$ cat src/rtl/updown_counter_n_if.sv
// rtl/updown_counter_n_if.sv - control/status bundle for updown_counter_n
//
// Purpose: groups the counter's control inputs and registered outputs so the
// lab top level can pass the whole counter port set as a single connection.
//
// Signals:
//   i_en        count enable; 0 means no step occurs
//   i_updown    direction: 1 = up, 0 = down
//   i_load      synchronous parallel load request
//   i_load_val  value to load (clamped to MAX_VAL inside the counter)
//   i_sat_mode  overflow mode: 0 = wrap, 1 = saturate
//   o_count     current count
//   o_tc        terminal-count pulse, one cycle wide
//   o_seg       direction glyph, active-low, o_seg[1..7] = segments a..g
//   o_dp        saturation indicator, active-low
//
// Modports:
//   master  drives the controls and observes the outputs (board / bench side)
//   slave   the counter itself

interface updown_counter_n_if #(
   parameter int WIDTH = 4
);
   logic             i_en;
   logic             i_updown;
   logic             i_load;
   logic [WIDTH-1:0] i_load_val;
   logic             i_sat_mode;
   logic [WIDTH-1:0] o_count;
   logic             o_tc;
   logic [7:1]       o_seg;
   logic             o_dp;

   modport master (
      output i_en,
      output i_updown,
      output i_load,
      output i_load_val,
      output i_sat_mode,
      input  o_count,
      input  o_tc,
      input  o_seg,
      input  o_dp
   );

   modport slave (
      input  i_en,
      input  i_updown,
      input  i_load,
      input  i_load_val,
      input  i_sat_mode,
      output o_count,
      output o_tc,
      output o_seg,
      output o_dp
   );
endinterface

$ cat src/rtl/updown_counter_n.sv
// rtl/updown_counter_n.sv - modulus-programmable up/down counter with load, wrap/saturate and direction glyph
//
// Purpose: counts 0..MAX_VAL up or down under an enable, with a synchronous
// parallel load (clamped to MAX_VAL), wrap or saturate behaviour at the ends,
// a one-cycle terminal-count pulse on every wrap, an active-low saturation
// indicator, and a registered 7-segment glyph ("U" / "d") showing direction.
// Every output is a flop; nothing passes combinationally from input to output.
//
// Parameters:
//   WIDTH    counter width in bits, 2..16
//   MAX_VAL  highest count value, 1..2**WIDTH-1
//
// Ports:
//   clock  in   system clock, rising edge
//   reset  in   synchronous, active-low
//   bus    slave modport of updown_counter_n_if (controls in, status out)

module updown_counter_n #(
   parameter int WIDTH   = 4,
   parameter int MAX_VAL = (1 << WIDTH) - 1
) (
   input  logic                clock,
   input  logic                reset,
   updown_counter_n_if.slave   bus
);

   localparam logic [WIDTH-1:0] C_MAX  = WIDTH'(MAX_VAL);
   localparam logic [WIDTH-1:0] C_ZERO = '0;
   localparam logic [WIDTH-1:0] C_ONE  = WIDTH'(1);

   // Active-low glyphs, bit order g..a
   localparam logic [7:1] C_SEG_UP   = 7'b1000001;  // "U": b,c,d,e,f lit
   localparam logic [7:1] C_SEG_DOWN = 7'b0100001;  // "d": b,c,d,e,g lit

   logic [WIDTH-1:0] r_count;
   logic             r_tc;
   logic             r_dp;
   logic [7:1]       r_seg;

   logic             w_at_max;
   logic             w_at_zero;
   logic [WIDTH-1:0] w_load_clamped;
   logic [WIDTH-1:0] w_count_next;
   logic             w_tc_next;
   logic             w_dp_next;
   logic [7:1]       w_seg_next;

   // Boundaries are against MAX_VAL, not the all-ones value of the register,
   // so a modulus such as 10 on a 4-bit counter behaves correctly.
   assign w_at_max  = (r_count >= C_MAX);
   assign w_at_zero = (r_count == C_ZERO);

   // load_val fits WIDTH bits, so the clamp needs only a compare against MAX
   assign w_load_clamped = (bus.i_load_val > C_MAX) ? C_MAX : bus.i_load_val;

   // The glyph tracks direction every cycle, regardless of load or enable
   assign w_seg_next = bus.i_updown ? C_SEG_UP : C_SEG_DOWN;

   // Next-state for count/tc/dp in load > step > hold order. tc defaults low
   // so it can only ever be a single-cycle pulse after a wrap edge.
   always_comb begin
      w_count_next = r_count;
      w_tc_next    = 1'b0;
      w_dp_next    = r_dp;

      if (bus.i_load) begin
         w_count_next = w_load_clamped;
         w_dp_next    = 1'b1;
      end else if (bus.i_en) begin
         if (bus.i_updown) begin
            if (!w_at_max) begin
               w_count_next = r_count + C_ONE;
               w_dp_next    = 1'b1;
            end else if (!bus.i_sat_mode) begin
               w_count_next = C_ZERO;
               w_tc_next    = 1'b1;
               w_dp_next    = 1'b1;
            end else begin
               // blocked step: count holds, indicator lights
               w_dp_next    = 1'b0;
            end
         end else begin
            if (!w_at_zero) begin
               w_count_next = r_count - C_ONE;
               w_dp_next    = 1'b1;
            end else if (!bus.i_sat_mode) begin
               w_count_next = C_MAX;
               w_tc_next    = 1'b1;
               w_dp_next    = 1'b1;
            end else begin
               w_dp_next    = 1'b0;
            end
         end
      end
   end

   always_ff @(posedge clock) begin
      if (!reset) begin
         r_count <= C_ZERO;
         r_tc    <= 1'b0;
         r_dp    <= 1'b1;
         r_seg   <= C_SEG_UP;
      end else begin
         r_count <= w_count_next;
         r_tc    <= w_tc_next;
         r_dp    <= w_dp_next;
         r_seg   <= w_seg_next;
      end
   end

   assign bus.o_count = r_count;
   assign bus.o_tc    = r_tc;
   assign bus.o_dp    = r_dp;
   assign bus.o_seg   = r_seg;

endmodule

$ cat src/flat_wrapper.sv
// flat-port wrapper written by rule: the top's interface ports become plain ports
module updown_counter_n_flat 
#(
   parameter int WIDTH   = 4,
   parameter int MAX_VAL = (1 << WIDTH) - 1
)
  (clock, reset, bus_i_en, bus_i_updown, bus_i_load, bus_i_load_val, bus_i_sat_mode, bus_o_count, bus_o_tc, bus_o_seg, bus_o_dp);
  updown_counter_n_if #(.WIDTH(WIDTH)) bus_i ();
  input  logic clock;
  input  logic reset;
  input wire logic [$bits(bus_i.i_en)-1:0] bus_i_en;
  input wire logic [$bits(bus_i.i_updown)-1:0] bus_i_updown;
  input wire logic [$bits(bus_i.i_load)-1:0] bus_i_load;
  input wire logic [$bits(bus_i.i_load_val)-1:0] bus_i_load_val;
  input wire logic [$bits(bus_i.i_sat_mode)-1:0] bus_i_sat_mode;
  output wire logic [$bits(bus_i.o_count)-1:0] bus_o_count;
  output wire logic [$bits(bus_i.o_tc)-1:0] bus_o_tc;
  output wire logic [$bits(bus_i.o_seg)-1:0] bus_o_seg;
  output wire logic [$bits(bus_i.o_dp)-1:0] bus_o_dp;
  assign bus_i.i_en = bus_i_en;
  assign bus_i.i_updown = bus_i_updown;
  assign bus_i.i_load = bus_i_load;
  assign bus_i.i_load_val = bus_i_load_val;
  assign bus_i.i_sat_mode = bus_i_sat_mode;
  assign bus_o_count = bus_i.o_count;
  assign bus_o_tc = bus_i.o_tc;
  assign bus_o_seg = bus_i.o_seg;
  assign bus_o_dp = bus_i.o_dp;
  updown_counter_n #(.WIDTH(WIDTH), .MAX_VAL(MAX_VAL)) u_core (.clock(clock), .reset(reset), .bus(bus_i));
endmodule
$ cat config.mk
export PLATFORM = sky130hd
export DESIGN_NAME = updown_counter_n_flat
export DESIGN_NICKNAME = d
export VERILOG_FILES = /design/src/rtl/updown_counter_n_if.sv /design/src/rtl/updown_counter_n.sv /design/src/flat_wrapper.sv
export SDC_FILE = /design/constraint.sdc
export NUM_CORES = 1
export LEC_CHECK = 0
export ABC_AREA = 1
export CAP_MARGIN = 40
export CORE_MARGIN = 2
export CORE_UTILIZATION = 45
export DETAILED_ROUTE_END_ITERATION = 12
export PLACE_DENSITY = 0.88
export SLEW_MARGIN = 20
export SYNTH_ARGS = -nofsm -noshare
export SYNTH_HDL_FRONTEND = slang
export SYNTH_SLANG_ARGS = --single-unit
$ cat constraint.sdc
create_clock -name clock -period 2.16 [get_ports clock]
set_input_delay 0.648 -clock clock [delete_from_list [all_inputs] [get_ports clock]]
set_output_delay 0.648 -clock clock [all_outputs]
set_load 0.01 [all_outputs]
======== Word-level counts from Yosys, hierarchy flattened ========
Index checks and enable logic that the tools add are counted.
storage, ports and cells
  output and inout port bits .............. 13
  memory bits (read-only) ................. 0
  memory bits (writable) .................. 0
  memories kept ........................... 0
  register bits after elaboration ......... 13
  logic and storage cells ................. 33
  bits in latches ......................... 0
operators by class
  multipliers ............................. 0
  magnitude comparators ................... 2
  equal/unequal tests ..................... 2
  shift operators ......................... 0
  div/mod/pow operators ................... 0
  muxes and demuxes ....................... 16
  bitwise logic cells ..................... 2
  add/sub/neg operators ................... 2
  reduce and logical (&&, ||, !) cells .... 5
operator list
  kind                                              count
  2-to-1 mux 4 bit                                  8
  inequality test 4 bit, second input constant      2
  2-to-1 mux 1 bit                                  7
  2-to-1 mux 7 bit                                  1
  adder 4 x 1 -> 4 bit, second input constant       1
  >= comparator 4 bit, second input constant        1
  > comparator 4 bit, second input constant         1
  logical NOT 4 bit                                 1
  subtractor 4 x 1 -> 4 bit, second input constant  1
  AND reduction 3 bit                               1
  OR reduction 3 bit                                1
  inverter 1 bit                                    2
  nonzero test 2 bit                                1
  OR reduction 2 bit                                1

======== Depth between registers and ports, before layout ========
Gate-level depths: netlist of the first run.
  word-level depth ........................ 5
  gate-level depth with buffers ........... 10
  mapped depth without buffers ............ 10

======== Least setup slack after synthesis of the first run ========
No wires, ideal clock.
  kind .................................... input to register
  from .................................... input port bus_i_sat_mode
  to ...................................... register u_core.r_count[3], in the netlist u_core.bus.o_count[3]
  stages on the path ...................... 7
  required time ........................... 2048 ps
  path slack .............................. 815 ps
  arrival ................................. 1233 ps
  path buffers ............................ 0
  path through ............................ inv_1 nor2_1 nand3_2 nand3_4 nor2_1 nand2_1 nand2_1
between the ends
  cells in the longest elaborated chain, start to end .. 2
  elaborated cells on any way between the ends .. 3
  classes of those cells .................. eq/ne: 2; reduce/logical: 1
RTL lines
  element                          RTL line                 text
  start: declaration               flat_wrapper.sv:15       input wire logic [$bits(bus_i.i_sat_mode)-1:0] bus_i_sat_mode;
  inequality test 4 bit (no line)  n/a
  AND reduction 3 bit (no line) *  n/a
  end signal: assignment           updown_counter_n.sv:104  r_count <= w_count_next;
  end: declaration                 updown_counter_n.sv:35   logic [WIDTH-1:0] r_count;
Mark *: on every way between the ends. The rest lies on a longest branch, timed or not.
A chain may end at the register's enable or synchronous reset.

======== Worst setup path after layout of the first run ========
  from .................................... register u_core.r_count[3], in the netlist u_core.bus.o_count[3]
  to ...................................... output port bus_o_count[3]
RTL lines
  element           RTL line            text
  end: declaration  flat_wrapper.sv:16  output wire logic [$bits(bus_i.o_count)-1:0] bus_o_count;
No word-level cell between the ends.

==> flow_metrics.env, run 1 <==
export IMPL_ys_seq_area_share_pct=26.12
export IMPL_fin_setup_tns_ns=0
export IMPL_slowest_delay_ns=0.61
export IMPL_grt_max_degree=10
export IMPL_num_rows=13
export IMPL_drt_iter0_drc=11
export IMPL_fmax_mhz=493.4
export IMPL_p_leak_nw=0.3821
export IMPL_setup_ws_ns=0.1331
export IMPL_ys_ff_latch=8
export IMPL_initial_core_util_pct=47.71
export IMPL_drc=0
export IMPL_cts_made_buffers=3
export IMPL_hold_ws_ns=0.4828
export IMPL_finalInstanceArea_sq_um=790.8
export IMPL_overflow=0
export IMPL_utilization_pct=61.54
export IMPL_layout_common_cells="nand2_1, clkdlybuf4s50_1, nand3_1"
export IMPL_critPathBufInv=1
export IMPL_max_cap_violations=0
export IMPL_fin_skew_ns=0.006962
export IMPL_antenna_cells=0
export IMPL_viasPerCell=4.898
export IMPL_htree_levels=1
export IMPL_cts_setup_buffers=0
export IMPL_hp_class="reg2reg"
export IMPL_ios=23
export IMPL_dr_pass1_iters=4
export IMPL_irDropWorstVdd_v=0.0003520
export IMPL_multiInputGateArea_sq_um=362.8
export IMPL_ctsResizeCount=0
export IMPL_final_common_cell="nand2_1"
export IMPL_vias=622
export IMPL_setup_viol=0
export IMPL_syn_avg_cell_area_sq_um=6.454
export IMPL_netlist_area_sq_um=613.1
export IMPL_hold_viol=0
export IMPL_required_ns=1.51
export IMPL_seq_area_sq_um=160.2
export IMPL_cts_root_buf="clkbuf_4"
export IMPL_syn_to_final_growth_pct=28.98
export IMPL_synth_edf_count=0
export IMPL_core_area_sq_um=1285
export IMPL_clock_path_buffers=2
export IMPL_cp_max_fo=9
export IMPL_total_power_mw=0.4375
export IMPL_crit_chain="clkdlybuf4s50_1"
export IMPL_placed_area_sq_um=768.2
export IMPL_fin_nets=126
export IMPL_ys_flop_type="dfxtp_1"
export IMPL_wl_per_cell_microns=11.17
export IMPL_first_global_vias=537
export IMPL_arrival_ns=1.38
export IMPL_cts_tree="built"
export IMPL_clk_pin_slew_ns=0.06
export IMPL_synthArstFlopShare_pct=0
export IMPL_critPathTopFamily="buffers and inverters"
export IMPL_die_area_sq_um=1674
export IMPL_pre_cts_ws_ns=0.2052
export IMPL_port_buffers=17
export IMPL_fin_crit_ns=2.027
export IMPL_dp_cells=124
export IMPL_drv_slew=0
export IMPL_cts_sinks=8
export IMPL_path_class="reg2out"
export IMPL_synthCells=95
export IMPL_powerDensity_nw_per_um2=553.3
export IMPL_layout_drive_gt1_share_pct=16.07
export IMPL_rsz0062_at_grt="no"
export IMPL_finalWeightedCongestion=0.8251
export IMPL_antenna_found_initial=0
export IMPL_track_usage_pct=19.75
export IMPL_stdcell_count=127
export IMPL_synthDistinctLibCells=21
export IMPL_fillers=127
export IMPL_insertion_delay_ns=0.26
export IMPL_finalWirelength_mm=1.418
export IMPL_cp_start_kind="register"
export IMPL_yosysWarnings=0
export IMPL_die_h_microns=40.91
export IMPL_min_period_over_period_pct=93.84
export IMPL_cp_slowest_cell="clkdlybuf4s50_1"
export IMPL_dp_hpwl_mm=1.107
export IMPL_die_x_microns=40.91
export IMPL_hold_buffers=0
export IMPL_status="finished clean"
export IMPL_ant_nets=0
export IMPL_grt_pass1_wl_mm=2.159
export IMPL_cp_end_kind="primary output"
synth_stat cells (2+ instances only):
cell     instances  area, sq um
ha_1             2        25.02
inv_1           10        37.54
nand2_2          5        31.28
nand2_1         24        90.09
inv_2            3        11.26
conb_1           2        7.510
nor2_1           9        33.78
a21oi_1          3        15.01
buf_4            7        52.55
dfxtp_1          8        160.2
nand3_1         12        60.06
worst paths after layout:
check,start,end,slack (ns),cells after the start
setup / recovery,u_core.bus.o_count[3]$_SDFFE_PN0P_,bus_o_count[3],0.13,1
hold / removal,u_core.bus.o_dp$_SDFFE_PP1P_,u_core.bus.o_dp$_SDFFE_PP1P_,0.48,2
setup reg to reg,u_core.bus.o_count[0]$_SDFFE_PN0P_,u_core.bus.o_count[2]$_SDFFE_PN0P_,0.69,9
hold reg to reg,u_core.bus.o_dp$_SDFFE_PP1P_,u_core.bus.o_dp$_SDFFE_PP1P_,0.48,2
report_power, final:
part / switching, mW / internal (mW) / total [mW]
logic: 0.0790 / 0.0662 / 0.145
clock network: 0.0555 / 0.0639 / 0.119
registers: 0.0146 / 0.158 / 0.173
total: 0.149 / 0.288 / 0.438
layout make-up:
class,instances,share of cell area [%]
tap,15,2.373
clock buffer,3,2.848
sequential,8,20.25
inverter,13,6.171
timing repair buffer,18,22.47
multi-input combinational,70,45.89
cells by family after synthesis:
| kind of cell | synth area share [%] |
|---|---|
| other | 1.225 |
| DFF | 26.12 |
| buffers and inverters | 16.53 |
| adders and majority gates | 4.081 |
| AOI/OAI and AO/OA | 5.918 |
| and+or+nand+nor | 46.12 |
per-layer routing:
layer	wire (microns)	GRT usage (%)	share of wire, %	vias to the layer above
met3	41	1.630	2.9	2
li1	-	-	-	321
met5	0	0	0	-
met1	600	23.45	42	282
met2	751	35.94	53	17
met4	25	7.500	1.8	0
registers in the layout (all words and copies together) (netlist names):
signal	count
u_core.bus.o_tc	1
u_core.bus.o_seg	2
u_core.bus.o_dp	1
u_core.bus.o_count	4
No activity file was read; power rests on OpenSTA's default activity.
==> run 2, diff against run 1 <==
Settings changed: PLACE_DENSITY 0.88 to unset, PLACE_DENSITY_LB_ADDON set to 0.08.
==> flow_metrics.env, run 2 (same netlist as run 1, synthesis figures left out) <==
export IMPL_status="finished clean"
export IMPL_hold_end="u_core.bus.o_dp$_SDFFE_PP1P_"
export IMPL_ctsResizeCount=0
export IMPL_syn_to_final_growth_pct=30.20
export IMPL_finalWeightedCongestion=0.8027
export IMPL_cts_made_buffers=3
export IMPL_initial_core_util_pct=47.71
export IMPL_wl_met1_microns=566
export IMPL_cts_sinks=8
export IMPL_dr_wl_met3_microns=69
export IMPL_fin_crit_ns=2.012
export IMPL_die_x_microns=40.91
export IMPL_critPathBufInv=1
export IMPL_fillers=122
export IMPL_setup_viol=0
export IMPL_layout_drive_gt1_share_pct=16.81
export IMPL_powerDensity_nw_per_um2=533.8
export IMPL_cp_max_fo=9
export IMPL_cts_root_buf="clkbuf_4"
export IMPL_rsz0062_at_grt="no"
export IMPL_multiInputGateArea_sq_um=362.8
export IMPL_final_common_cell="nand2_1"
export IMPL_clk_pin_slew_ns=0.05
export IMPL_ant_nets=0
export IMPL_vias=601
export IMPL_stdcell_count=128
export IMPL_max_cap_violations=0
export IMPL_timing_rr_end="u_core.bus.o_count[2]$_SDFFE_PN0P_"
export IMPL_path_class="reg2out"
export IMPL_dp_hpwl_mm=1.005
export IMPL_critPathTopFamily="buffers and inverters"
export IMPL_slowest_delay_ns=0.60
export IMPL_hold_buffers=0
export IMPL_htree_levels=1
export IMPL_seq_area_sq_um=160.2
export IMPL_reg2reg_from="u_core.bus.o_count[0]$_SDFFE_PN0P_"
export IMPL_top_layer="met3"
export IMPL_fin_nets=127
export IMPL_min_path_cells=2
export IMPL_arrival_ns=1.36
export IMPL_met2WireLength_microns=588
export IMPL_crit_chain="clkdlybuf4s50_1"
export IMPL_overflow=0
export IMPL_finalWirelength_mm=1.224
export IMPL_wl_per_cell_microns=9.563
export IMPL_worstHoldStart="u_core.bus.o_dp$_SDFFE_PP1P_"
export IMPL_reg2reg_slack_ns=0.69
export IMPL_die_area_sq_um=1674
export IMPL_cp_start_kind="register"
export IMPL_required_ns=1.51
export IMPL_core_area_sq_um=1285
export IMPL_fin_setup_tns_ns=0
export IMPL_cp_slowest_cell="clkdlybuf4s50_1"
export IMPL_fin_skew_ns=0.001550
export IMPL_track_usage_pct=17.44
export IMPL_drt_iter0_drc=19
export IMPL_hold_viol=0
export IMPL_antenna_cells=0
export IMPL_grt_max_degree=10
export IMPL_grt_pass1_wl_mm=1.918
export IMPL_irDropWorstVdd_v=0.0003574
export IMPL_die_h_microns=40.91
export IMPL_hp_class="reg2reg"
export IMPL_drv_slew=0
export IMPL_cp_end_kind="primary output"
export IMPL_ios=23
export IMPL_p_leak_nw=0.3873
export IMPL_port_buffers=17
export IMPL_viasPerCell=4.695
export IMPL_clock_path_buffers=2
export IMPL_setup_ws_ns=0.1475
export IMPL_drc=0
export IMPL_cts_tree="built"
export IMPL_hold_ws_ns=0.4761
export IMPL_cts_setup_buffers=0
export IMPL_layout_common_cells="nand2_1, clkdlybuf4s50_1, nand3_1"
export IMPL_rr_worst_depth=8
export IMPL_largest_reg_flops=4
export IMPL_first_global_vias=484
export IMPL_fmax_mhz=496.9
export IMPL_dp_cells=125
export IMPL_num_rows=13
export IMPL_utilization_pct=62.12
export IMPL_pre_cts_ws_ns=0.1927
export IMPL_antenna_found_initial=0
export IMPL_insertion_delay_ns=0.25
export IMPL_min_period_over_period_pct=93.17
export IMPL_dr_pass1_iters=4
-- run 2: cell count changes in the layout (fill, tap and decap cells not counted), sizes merged --
| cell | previous run | this run |
|---|---|---|
| buf | 1 | 2 |
-- run 2: through the flow --
step | cell area, sq um | power, mW
after floorplan | 624.3 | 0.2701
after global placement | 775.7 | 0.3198
after detailed placement | 775.7 | 0.3201
after CTS | 798.3 | 0.4320
after global routing | 798.3 | 0.4573
final | 798.3 | 0.4261
-- run 2: worst max path at each step --
stage                                       start                                 end  slack [ns]  depth (start not counted)
2_1_floorplan                      bus_i_sat_mode  u_core.bus.o_count[3]$_SDFFE_PN0P_        0.82                          7
3_3_place_gp                           bus_i_load  u_core.bus.o_count[0]$_SDFFE_PN0P_        0.21                          7
3_5_place_dp                           bus_i_load  u_core.bus.o_count[3]$_SDFFE_PN0P_        0.19                          7
4_1_cts        u_core.bus.o_count[3]$_SDFFE_PN0P_                      bus_o_count[3]        0.13                          1
5_1_grt        u_core.bus.o_count[3]$_SDFFE_PN0P_                      bus_o_count[3]        0.09                          1
6_report       u_core.bus.o_count[3]$_SDFFE_PN0P_                      bus_o_count[3]        0.15                          1
-- run 2: layer usage --
layer / up-vias / GRT usage [%]
met1: 259 / 20.98
met4: 0 / 0
met5: - / 0
met2: 20 / 30.47
met3: 0 / 7.065
li1: 322 / -
-- run 2: cell type report --
class,instances,area share (%)
clock buffers,3,2.821
inverters,13,6.113
flip-flops and latches,8,20.06
multi-input cells,70,45.45
well taps,15,2.351
repair buffers,19,23.20
-- run 2: worst reg2reg max path, stage by stage, from the launching register on --
cell	delay (ns)
dfxtp_1	0.44
inv_1	0.14
ha_1	0.25
nand2_2	0.10
inv_2	0.05
nand3_2	0.08
nand3_4	0.11
nor2_1	0.13
nor2_1	0.06
-- run 2: where the power goes --
group | leakage (nW) | switching (mW) | internal [mW]
logic | 0.307 | 0.0789 | 0.0683
registers | 0.0662 | 0.0116 | 0.159
clock network | 0.0138 | 0.0455 | 0.0632
